===== config.mk =====
export PLATFORM = sky130hd
export DESIGN_NAME = peridot_csr_swi_mbx
export DESIGN_NICKNAME = d
export VERILOG_FILES = /design/src/rtl/peridot_csr_swi_mbx_pkg.sv /design/src/rtl/peridot_mbx_fifo.sv /design/src/rtl/peridot_csr_swi_mbx.sv
export SDC_FILE = /design/constraint.sdc
export NUM_CORES = 1
export LEC_CHECK = 0
export ABC_AREA = 1
export ABC_CLOCK_PERIOD_IN_PS = 5900
export CAP_MARGIN = 20
export CELL_PAD_IN_SITES_DETAIL_PLACEMENT = 0
export CELL_PAD_IN_SITES_GLOBAL_PLACEMENT = 1
export CORE_MARGIN = 2
export CORE_UTILIZATION = 40
export DETAILED_ROUTE_END_ITERATION = 10
export DONT_BUFFER_PORTS = 1
export HOLD_SLACK_MARGIN = 0.02
export PLACE_DENSITY = 0.68
export SLEW_MARGIN = 10
export SYNTH_ARGS = -nofsm -noshare
export SYNTH_HDL_FRONTEND = slang
export SYNTH_SLANG_ARGS = --single-unit

===== constraint.sdc =====
create_clock -name clock_sig -period 5.9 [get_ports clock_sig]
set_input_delay 0.885 -clock clock_sig [delete_from_list [all_inputs] [get_ports clock_sig]]
set_output_delay 0.885 -clock clock_sig [all_outputs]
set_load 0.05 [all_outputs]

===== src/rtl/peridot_csr_swi_mbx_pkg.sv =====
// peridot_csr_swi_mbx_pkg: register map and bit positions shared by the CSR/mailbox block
package peridot_csr_swi_mbx_pkg;
  typedef enum logic [2:0] {
    A_CLASSID,
    A_TIMECODE,
    A_CTRL,
    A_SWI_SET,
    A_SWI_CLR,
    A_SWI_MASK,
    A_MBX_DATA,
    A_MBX_STAT
  } reg_addr_e;
  localparam int unsigned CTRL_RST   = 8;
  localparam int unsigned CTRL_KEY   = 16;
  localparam int unsigned STAT_NIE   = 31;
  localparam int unsigned STAT_FULL  = 30;
  localparam int unsigned STAT_EMPTY = 29;
  localparam int unsigned STAT_OVF   = 28;
  localparam int unsigned STAT_UDF   = 27;
  localparam int unsigned STAT_FLUSH = 16;
endpackage


===== src/rtl/peridot_mbx_fifo.sv =====
// peridot_mbx_fifo: show-ahead register FIFO; flush wins over push, pushes when full and pops when empty are ignored
module peridot_mbx_fifo #(
  parameter int DEPTH = 16
) (
  input  logic                     clock_sig,
  input  logic                     reset_sig,
  input  logic                     push_i,
  input  logic                     pop_i,
  input  logic                     flush_i,
  input  logic [31:0]              din_i,
  output logic [31:0]              head_o,
  output logic [$clog2(DEPTH):0]   level_o,
  output logic                     full_o,
  output logic                     empty_o,
  output logic                     empty_nx_o
);
  localparam int AW = $clog2(DEPTH);
  localparam logic [AW:0] ONE = (AW+1)'(1);
  localparam logic [AW:0] FULL_LVL = (AW+1)'(DEPTH);
  logic [31:0] mem_q [DEPTH];
  logic [AW:0] wptr_q, wptr_d, rptr_q, rptr_d;
  logic do_push;
  assign level_o = wptr_q - rptr_q;
  assign full_o = level_o == FULL_LVL;
  assign empty_o = wptr_q == rptr_q;
  assign head_o = mem_q[rptr_q[AW-1:0]];
  assign do_push = push_i & ~full_o & ~flush_i;
  assign wptr_d = do_push ? wptr_q + ONE : wptr_q;
  assign rptr_d = flush_i ? wptr_q : (pop_i & ~empty_o) ? rptr_q + ONE : rptr_q;
  assign empty_nx_o = wptr_d == rptr_d;
  always_ff @(posedge clock_sig or posedge reset_sig) begin
    if (reset_sig) begin
      wptr_q <= '0;
      rptr_q <= '0;
    end else begin
      wptr_q <= wptr_d;
      rptr_q <= rptr_d;
    end
  end
  // storage is deliberately left unreset; the pointers alone define validity
  always_ff @(posedge clock_sig) begin
    if (do_push) mem_q[wptr_q[AW-1:0]] <= din_i;
  end
endmodule


===== src/rtl/peridot_csr_swi_mbx.sv =====
// peridot_csr_swi_mbx: Avalon-MM CSR block with software interrupts, keyed CPU reset,
// LED control and a 32-bit mailbox FIFO with a level interrupt.
module peridot_csr_swi_mbx
  import peridot_csr_swi_mbx_pkg::*;
#(
  parameter int          SWI_CHANNELS  = 4,
  parameter int          MBX_DEPTH     = 16,
  parameter int          LED_WIDTH     = 4,
  parameter logic [31:0] CLASSID       = 32'h72A00000,
  parameter logic [31:0] TIMECODE      = 32'd1234567890,
  parameter logic [15:0] CPURESET_KEY  = 16'hdead,
  parameter bit          CPURESET_INIT = 1'b0
) (
  input  logic                 clock_sig,
  input  logic                 reset_sig,
  input  logic [2:0]           avs_address,
  input  logic                 avs_read,
  input  logic                 avs_write,
  input  logic [31:0]          avs_writedata,
  output logic [31:0]          avs_readdata,
  output logic                 ins_irq,
  output logic                 coe_cpureset,
  output logic [LED_WIDTH-1:0] coe_led
);
  localparam int LW = $clog2(MBX_DEPTH);
  reg_addr_e addr;
  logic [LED_WIDTH-1:0] led_q, led_d;
  logic [SWI_CHANNELS-1:0] pend_q, pend_d, mask_q, mask_d;
  logic cpurst_q, cpurst_d, nie_q, nie_d, ovf_q, ovf_d, udf_q, udf_d, irq_q, irq_d;
  logic push, pop_req, flush, full, empty, empty_nx, key_ok, unused;
  logic [31:0] head;
  logic [LW:0] level;
  assign addr = reg_addr_e'(avs_address);
  assign key_ok = CPURESET_KEY == 16'h0 || avs_writedata[CTRL_KEY +: 16] == CPURESET_KEY;
  assign push = avs_write && addr == A_MBX_DATA;
  // a simultaneous write wins, so the pop side effect is dropped
  assign pop_req = avs_read && !avs_write && addr == A_MBX_DATA;
  assign flush = avs_write && addr == A_MBX_STAT && avs_writedata[STAT_FLUSH];
  assign unused = ^avs_writedata;
  assign ins_irq = irq_q;
  assign coe_cpureset = cpurst_q;
  assign coe_led = led_q;
  peridot_mbx_fifo #(.DEPTH(MBX_DEPTH)) u_fifo (
    .clock_sig  (clock_sig),
    .reset_sig  (reset_sig),
    .push_i     (push),
    .pop_i      (pop_req),
    .flush_i    (flush),
    .din_i      (avs_writedata),
    .head_o     (head),
    .level_o    (level),
    .full_o     (full),
    .empty_o    (empty),
    .empty_nx_o (empty_nx)
  );
  always_comb begin
    led_d = led_q;
    cpurst_d = cpurst_q;
    pend_d = pend_q;
    mask_d = mask_q;
    nie_d = nie_q;
    ovf_d = ovf_q | (push & full);
    udf_d = udf_q | (pop_req & empty);
    if (avs_write) begin
      case (addr)
        A_CTRL: begin
          led_d = avs_writedata[LED_WIDTH-1:0];
          cpurst_d = key_ok ? avs_writedata[CTRL_RST] : cpurst_q;
        end
        A_SWI_SET: pend_d = pend_q | avs_writedata[SWI_CHANNELS-1:0];
        A_SWI_CLR: pend_d = pend_q & ~avs_writedata[SWI_CHANNELS-1:0];
        A_SWI_MASK: mask_d = avs_writedata[SWI_CHANNELS-1:0];
        A_MBX_STAT: begin
          nie_d = avs_writedata[STAT_NIE];
          ovf_d = ovf_q & ~avs_writedata[STAT_OVF];
          udf_d = udf_q & ~avs_writedata[STAT_UDF];
        end
        default: ;
      endcase
    end
    // built from next-state values so the irq lands one clock after its cause
    irq_d = |(pend_d & mask_d) | (nie_d & ~empty_nx);
  end
  always_ff @(posedge clock_sig or posedge reset_sig) begin
    if (reset_sig) begin
      led_q <= '0;
      cpurst_q <= CPURESET_INIT;
      pend_q <= '0;
      mask_q <= '0;
      nie_q <= 1'b0;
      ovf_q <= 1'b0;
      udf_q <= 1'b0;
      irq_q <= 1'b0;
    end else begin
      led_q <= led_d;
      cpurst_q <= cpurst_d;
      pend_q <= pend_d;
      mask_q <= mask_d;
      nie_q <= nie_d;
      ovf_q <= ovf_d;
      udf_q <= udf_d;
      irq_q <= irq_d;
    end
  end
  always_comb begin
    avs_readdata = '0;
    case (addr)
      A_CLASSID: avs_readdata = CLASSID;
      A_TIMECODE: avs_readdata = TIMECODE;
      A_CTRL: begin
        avs_readdata[CTRL_RST] = cpurst_q;
        avs_readdata[LED_WIDTH-1:0] = led_q;
      end
      A_SWI_SET, A_SWI_CLR: avs_readdata[SWI_CHANNELS-1:0] = pend_q;
      A_SWI_MASK: avs_readdata[SWI_CHANNELS-1:0] = mask_q;
      A_MBX_DATA: avs_readdata = empty ? '0 : head;
      A_MBX_STAT: begin
        avs_readdata[STAT_NIE] = nie_q;
        avs_readdata[STAT_FULL] = full;
        avs_readdata[STAT_EMPTY] = empty;
        avs_readdata[STAT_OVF] = ovf_q;
        avs_readdata[STAT_UDF] = udf_q;
        avs_readdata[8:0] = 9'(level);
      end
      default: ;
    endcase
  end
endmodule


Word-level counts from Yosys, hierarchy flattened
Memories as Yosys holds them, arrays and structs flattened.
Cells that the tools add are included.

storage, ports and cells
  bits in registers = 27
  memory bits (writable) = 512
  input port bits = 39
  output and inout bits = 38
  logic and storage cells = 78
  memories kept = 1

memories
  name          depth  bits a word  read ports  clocked after memory_dff  wr ports  RTL line                text
  u_fifo.mem_q  16     32           1           0                         1         peridot_mbx_fifo.sv:20  logic [31:0] mem_q [DEPTH];

operators by class
  add/sub/neg operators = 3
  equal/unequal tests = 11
  multiplexer cells = 21
  bitwise gates (word level) = 21
  reductions and logical operators = 11

operators with widths
  cell                                                             number
  18-bit case mux with 3 select lines                              1
  32-bit 2-to-1 mux                                                1
  4-bit case mux with 7 select lines                               1
  5-bit case mux with 4 select lines                               1
  16-bit == test, second input constant                            1
  5-bit 2-to-1 mux                                                 3
  3-bit == test, second input constant                             4
  4-bit 2-to-1 mux                                                 3
  4-bit case mux with 3 select lines                               1
  5-bit by 1-bit adder with 5-bit output, second input constant    2
  5-bit == test                                                    2
  1-bit bitwise AND                                                8
  4-bit bitwise AND                                                2
  1-bit 2-to-1 mux                                                 8
  4-bit case mux with 2 select lines                               1
  3-bit by 2-bit == test with 1-bit output, second input constant  2
  1-bit NOT                                                        6
  5-bit == test, second input constant                             1
  1-bit logical AND                                                5
  5-bit subtractor                                                 1
  4-bit NOT                                                        1
  4-bit bitwise OR                                                 1
  4-bit OR reduction                                               1
  3-bit by 1-bit == test with 1-bit output, second input constant  1
  other kinds (7)                                                  9

Longest topological paths before layout
  depth in word-level cells = 10
  gate-level depth with buffers = 21
  gate-level depth less buffers = 18

Modules after synthesis
From an unflattened synthesis, not the netlist that was laid out.

unflattened totals
  cells, all modules = 1757
  area, all modules = 21892.2 µm²

modules (own cells, without submodules)
  module               times used  cells an instance  area each (µm²)  seq. area each (µm²)
  peridot_mbx_fifo     1           1541               20528.4          15625.0
  peridot_csr_swi_mbx  1           216                1363.8           425.4

Least setup slack after synthesis
OpenSTA, ideal clock, no wires.

  path type = register -> output
  start = reg u_fifo.rptr_q[3]
  end = out avs_readdata[18]
  arrival = 3.304 ns
  slack = 1.711 ns
  stages on the path, launching flop included = 14
  path buffers = 4
  path through = dfrtp_1 > clkbuf_2 > inv_1 > buf_2 > clkbuf_1 > ha_1 > nand2_1 > nor2_1 > nand2_2 > inv_1 > nor2_1 > buf_2 > o211ai_1 > o21ai_0

between the ends
  word-level cells in the longest chain between the ends = 3
  elaborated cells on any way between the ends = 4
  those cells by class = eq/ne (1); mux (2); memory (1)

ends and longest elaborated chain
  what                                                        RTL line                    text
  start: declaration                                          peridot_mbx_fifo.sv:21      logic [AW:0] wptr_q, wptr_d, rptr_q, rptr_d;
  start signal: assignment                                    peridot_mbx_fifo.sv:37      rptr_q <= rptr_d;
  memory 16 x 32 bit / 5-bit == test (equally long branches)  n/a
  32-bit 2-to-1 mux (*)                                       peridot_csr_swi_mbx.sv:116  A_MBX_DATA: avs_readdata = empty ? '0 : head;
  18-bit case mux with 3 select lines (*)                     peridot_csr_swi_mbx.sv:107  case (addr)
  end: declaration                                            peridot_csr_swi_mbx.sv:20   output logic [31:0] avs_readdata,

Every way passes the cells marked *; elsewhere a longest branch is shown, timed or not.

Final worst setup path
  start = reg u_fifo.rptr_q[0]
  end = out avs_readdata[29]

between the ends
  word-level cells in the longest chain between the ends = 3
  elaborated cells on any way between the ends = 4
  those cells by class = eq/ne (1); mux (2); memory (1)

ends and longest elaborated chain
  what                                                        RTL line
  memory 16 x 32 bit / 5-bit == test (equally long branches)  n/a
  32-bit 2-to-1 mux                                           peridot_csr_swi_mbx.sv:116
  5-bit case mux with 4 select lines (*)                      peridot_csr_swi_mbx.sv:107

Marked as above.

==> flow_metrics.tcl <==
set metrics [dict create \
    clk_latency_ns 0.63 \
    final_antenna_net_count 0 \
    synth_warnings 0 \
    p_leak_nw 8.250 \
    syn_nets 1749 \
    synth.avg_cell_area_sq_um 12.88 \
    fin_nets 1773 \
    cp-end-kind "primary output" \
    crit_chain "buf_4 > buf_4 > nand2_1 > a32o_1 > a21oi_1 > nand3_1 > o211ai_1 > buf_12" \
    place_congestion 0.8130 \
    synth_seq_cells 539 \
    syn_inst 1700 \
    ctsHoldBuffers 0 \
    gr-total-overflow 0 \
    crit_top_cell "buf_4" \
    drive_above_1_share_pct 12.22 \
    status "finished clean" \
    final_cell_mix "edfxtp_1, nand2_1, nor2_1" \
    drc 0 \
    finalClockSkew_ns 0.03024 \
    path_max_fanout 73 \
    cts_root_buf "clkbuf_16" \
    critPathRequiredTime_ns 5.02 \
    coreArea_sq_um 53920 \
    period_share_pct 82.80 \
    slew_violations 0 \
    viasPerCell 5.702 \
    grt_pass1_vias 13677 \
    cts_resized 0 \
    yosysUniqueCellTypes 53 \
    syn_area_sq_um 21900 \
    routed_wl_mm 59.94 \
    start_kind "flip-flop" \
    start_util_pct 40.61 \
    ios 77 \
    final_util_pct 46.03 \
    first_pass_iters 7 \
    hold_path_class "in2async" \
    swShare_pct 36.00 \
    clk_path_buf_depth 3 \
    drv_cap 0 \
    p_sw_w 0.004078 \
    finalSetupViolCount 0 \
    maxSlewHeadroom_pct 28.48 \
    path_clk_slew_ns 0.05 \
    cts_buffers 57 \
    antenna_found_initial 0 \
    cts.sink_count 539 \
    crit_family "buffers and inverters" \
    rsz0062_at_grt "no" \
    grt_max_degree 105 \
    tightest_slew_ns 1.070 \
    cpPeakStageDelay_ns 0.92 \
    p_int_w 0.007248 \
    seq_area_frac_synth_pct 73.30 \
    num_vias 14056 \
    peakVddDrop_mv 0.2623 \
    tns_ns 0 \
    crit_buf_inv 3 \
    period_needed_ns 4.885 \
    dieArea_sq_um 56630 \
    final_common_cell "edfxtp_1" \
    track_usage_pct 21.37 \
    clock.fmax_ghz 0.2047 \
    p_per_area_nw_per_um2 456.3 \
    core.rowCount 85 \
    critPathArrivalTime_ns 4.00 \
    crit_type "reg2out" \
    hpwl_mm 33.88 \
    p_comb_share_pct 30.3 \
    post_cts_buffers 0 \
    area_delta_synth_final_pct 13.35 \
    drt_iter0_drc 1498 \
    slowest_stage "dfrtp_4" \
    clkPwrFrac_pct 30.0 \
    die_x_um 238.0 \
    seq_power_share_pct 39.8 \
    die_h_um 238.0 \
    io_buffers 0 \
    cts_tree "yes" \
    grt_pass1_wl_mm 89.76 \
    hold_viol 0 \
    cts.htree.levels 2 \
    avgRoutedWirePerCell_um 24.32 \
]
[per-layer routing]
layer,part of all wire (%),global-route usage [%],vias to the layer above
met1,43,29.13,7108
li1,-,-,6379
met4,2.1,5.622,0
met3,6.5,3.725,92
met2,49,35.53,477
met5,0,0,-
[flip-flops by register name (all words and copies together) (netlist names)]
| name | count |
|---|---|
| coe_led | 4 |
| pend_q | 4 |
| u_fifo.mem_q | 512 |
| u_fifo.rptr_q | 5 |
| u_fifo.wptr_q | 5 |
| udf_q | 1 |
| coe_cpureset | 1 |
| ins_irq | 1 |
| mask_q | 4 |
| nie_q | 1 |
| ovf_q | 1 |
[power by group through the flow]
stage	combinational, W	clock, W	sequential [W]
after CTS	0.00343	0.00344	0.00450
final	0.00343	0.00339	0.00450
after global routing	0.00376	0.00359	0.00452
after detailed placement	0.00342	0	0.00458
after global placement	0.00338	0	0.00458
after floorplan	0.00248	0	0.00445
[per-stage QoR]
stage,total power (W),hold WS (ns),area [sq um],instances,setup WS (ns)
after floorplan,0.006934,0.4513,21900,1700,1.711
after CTS,0.01137,0.2346,24820,2464,0.9809
after detailed placement,0.007999,0.4980,23060,2361,1.633
after global placement,0.007957,0.4925,23060,2361,1.659
final,0.01133,0.2441,24820,2465,1.015
after global routing,0.01187,0.2613,24820,2464,0.7597
[area by class of cell]
class	count	area, sq um
repair buffers	70	575.6
diodes	1	2.502
well taps	696	870.8
clock buffers	72	1514
multi-input cells	1011	5370
clock inverters	31	241.5
flip-flops and latches	539	16060
inverters	45	185.2
fillers	4693	29100
[worst register-to-register path, cell delays in order (launching register included)]
cell and delay, ns:
dfrtp_4 0.76, ha_1 0.38, fa_1 0.40, nand3b_1 0.19, nand3_1 0.12, nand2_2 0.07, nand3_2 0.20, nand2_4 0.16
inv_4 0.11, nand2_1 0.22, nor2_4 0.70, buf_4 0.45
[synthesized netlist by cell type (all sizes together)]
cell     count  area share (%)
nor3         7            0.16
nand4        5            0.14
o2111ai      7            0.28
nand2      260             4.7
ha           9            0.51
nand3b       3            0.10
o211ai      14            0.48
xor2         5            0.20
o221ai      26             1.0
a31oi        8            0.23
inv         42            0.73
o31ai        9            0.31
mux2         9            0.46
a22o         2           0.080
a32o         8            0.37
nor4         1           0.029
a221o        1           0.046
a221oi       1           0.040
edfxtp     512              70
dfrtp       27             3.1
a32oi        6            0.24
a21oi       84             1.9
o21ai      178             4.1
o22ai       55             1.6
a22oi       21            0.72
clkinv       3           0.080
nand3       51             1.2
o32ai        7            0.28
nor4b        1           0.040
buf         56             1.3
fa           1           0.091
xnor2        1           0.040
or2          1           0.029
o311ai       7            0.28
nor2       220             3.9
clkbuf      49            0.85
a41oi        3            0.12
[worst paths after layout]
path / cells after the start / endpoint / startpoint / slack [ns]
max in group asynchronous: 2 / u_fifo.rptr_q[0] / reset_sig / 5.32
worst max-delay path: 8 / avs_readdata[29] / u_fifo.rptr_q[0] / 1.01
min in group clock_sig: 0 / u_fifo.mem_q[9][10] / avs_writedata[10] / 0.35
worst max register to register: 11 / u_fifo.mem_q[6][14] / u_fifo.rptr_q[0] / 1.81
worst min register to register: 1 / udf_q / udf_q / 0.53
worst min-delay path: 2 / ins_irq / reset_sig / 0.24
[cell families after synthesis]
kind of cell / count (synthesis) / synth area share [%]
buffers and inverters: 150 / 2.937
AO/OA/AOI/OAI: 437 / 12.12
AND/OR/NAND/NOR: 549 / 10.33
multiplexers: 9 / 0.4629
adder cells (fa/ha/maj): 10 / 0.6057
flip-flops: 539 / 73.30
XOR/XNOR: 6 / 0.2400
Note: power is estimated with default switching activity, not from simulation.
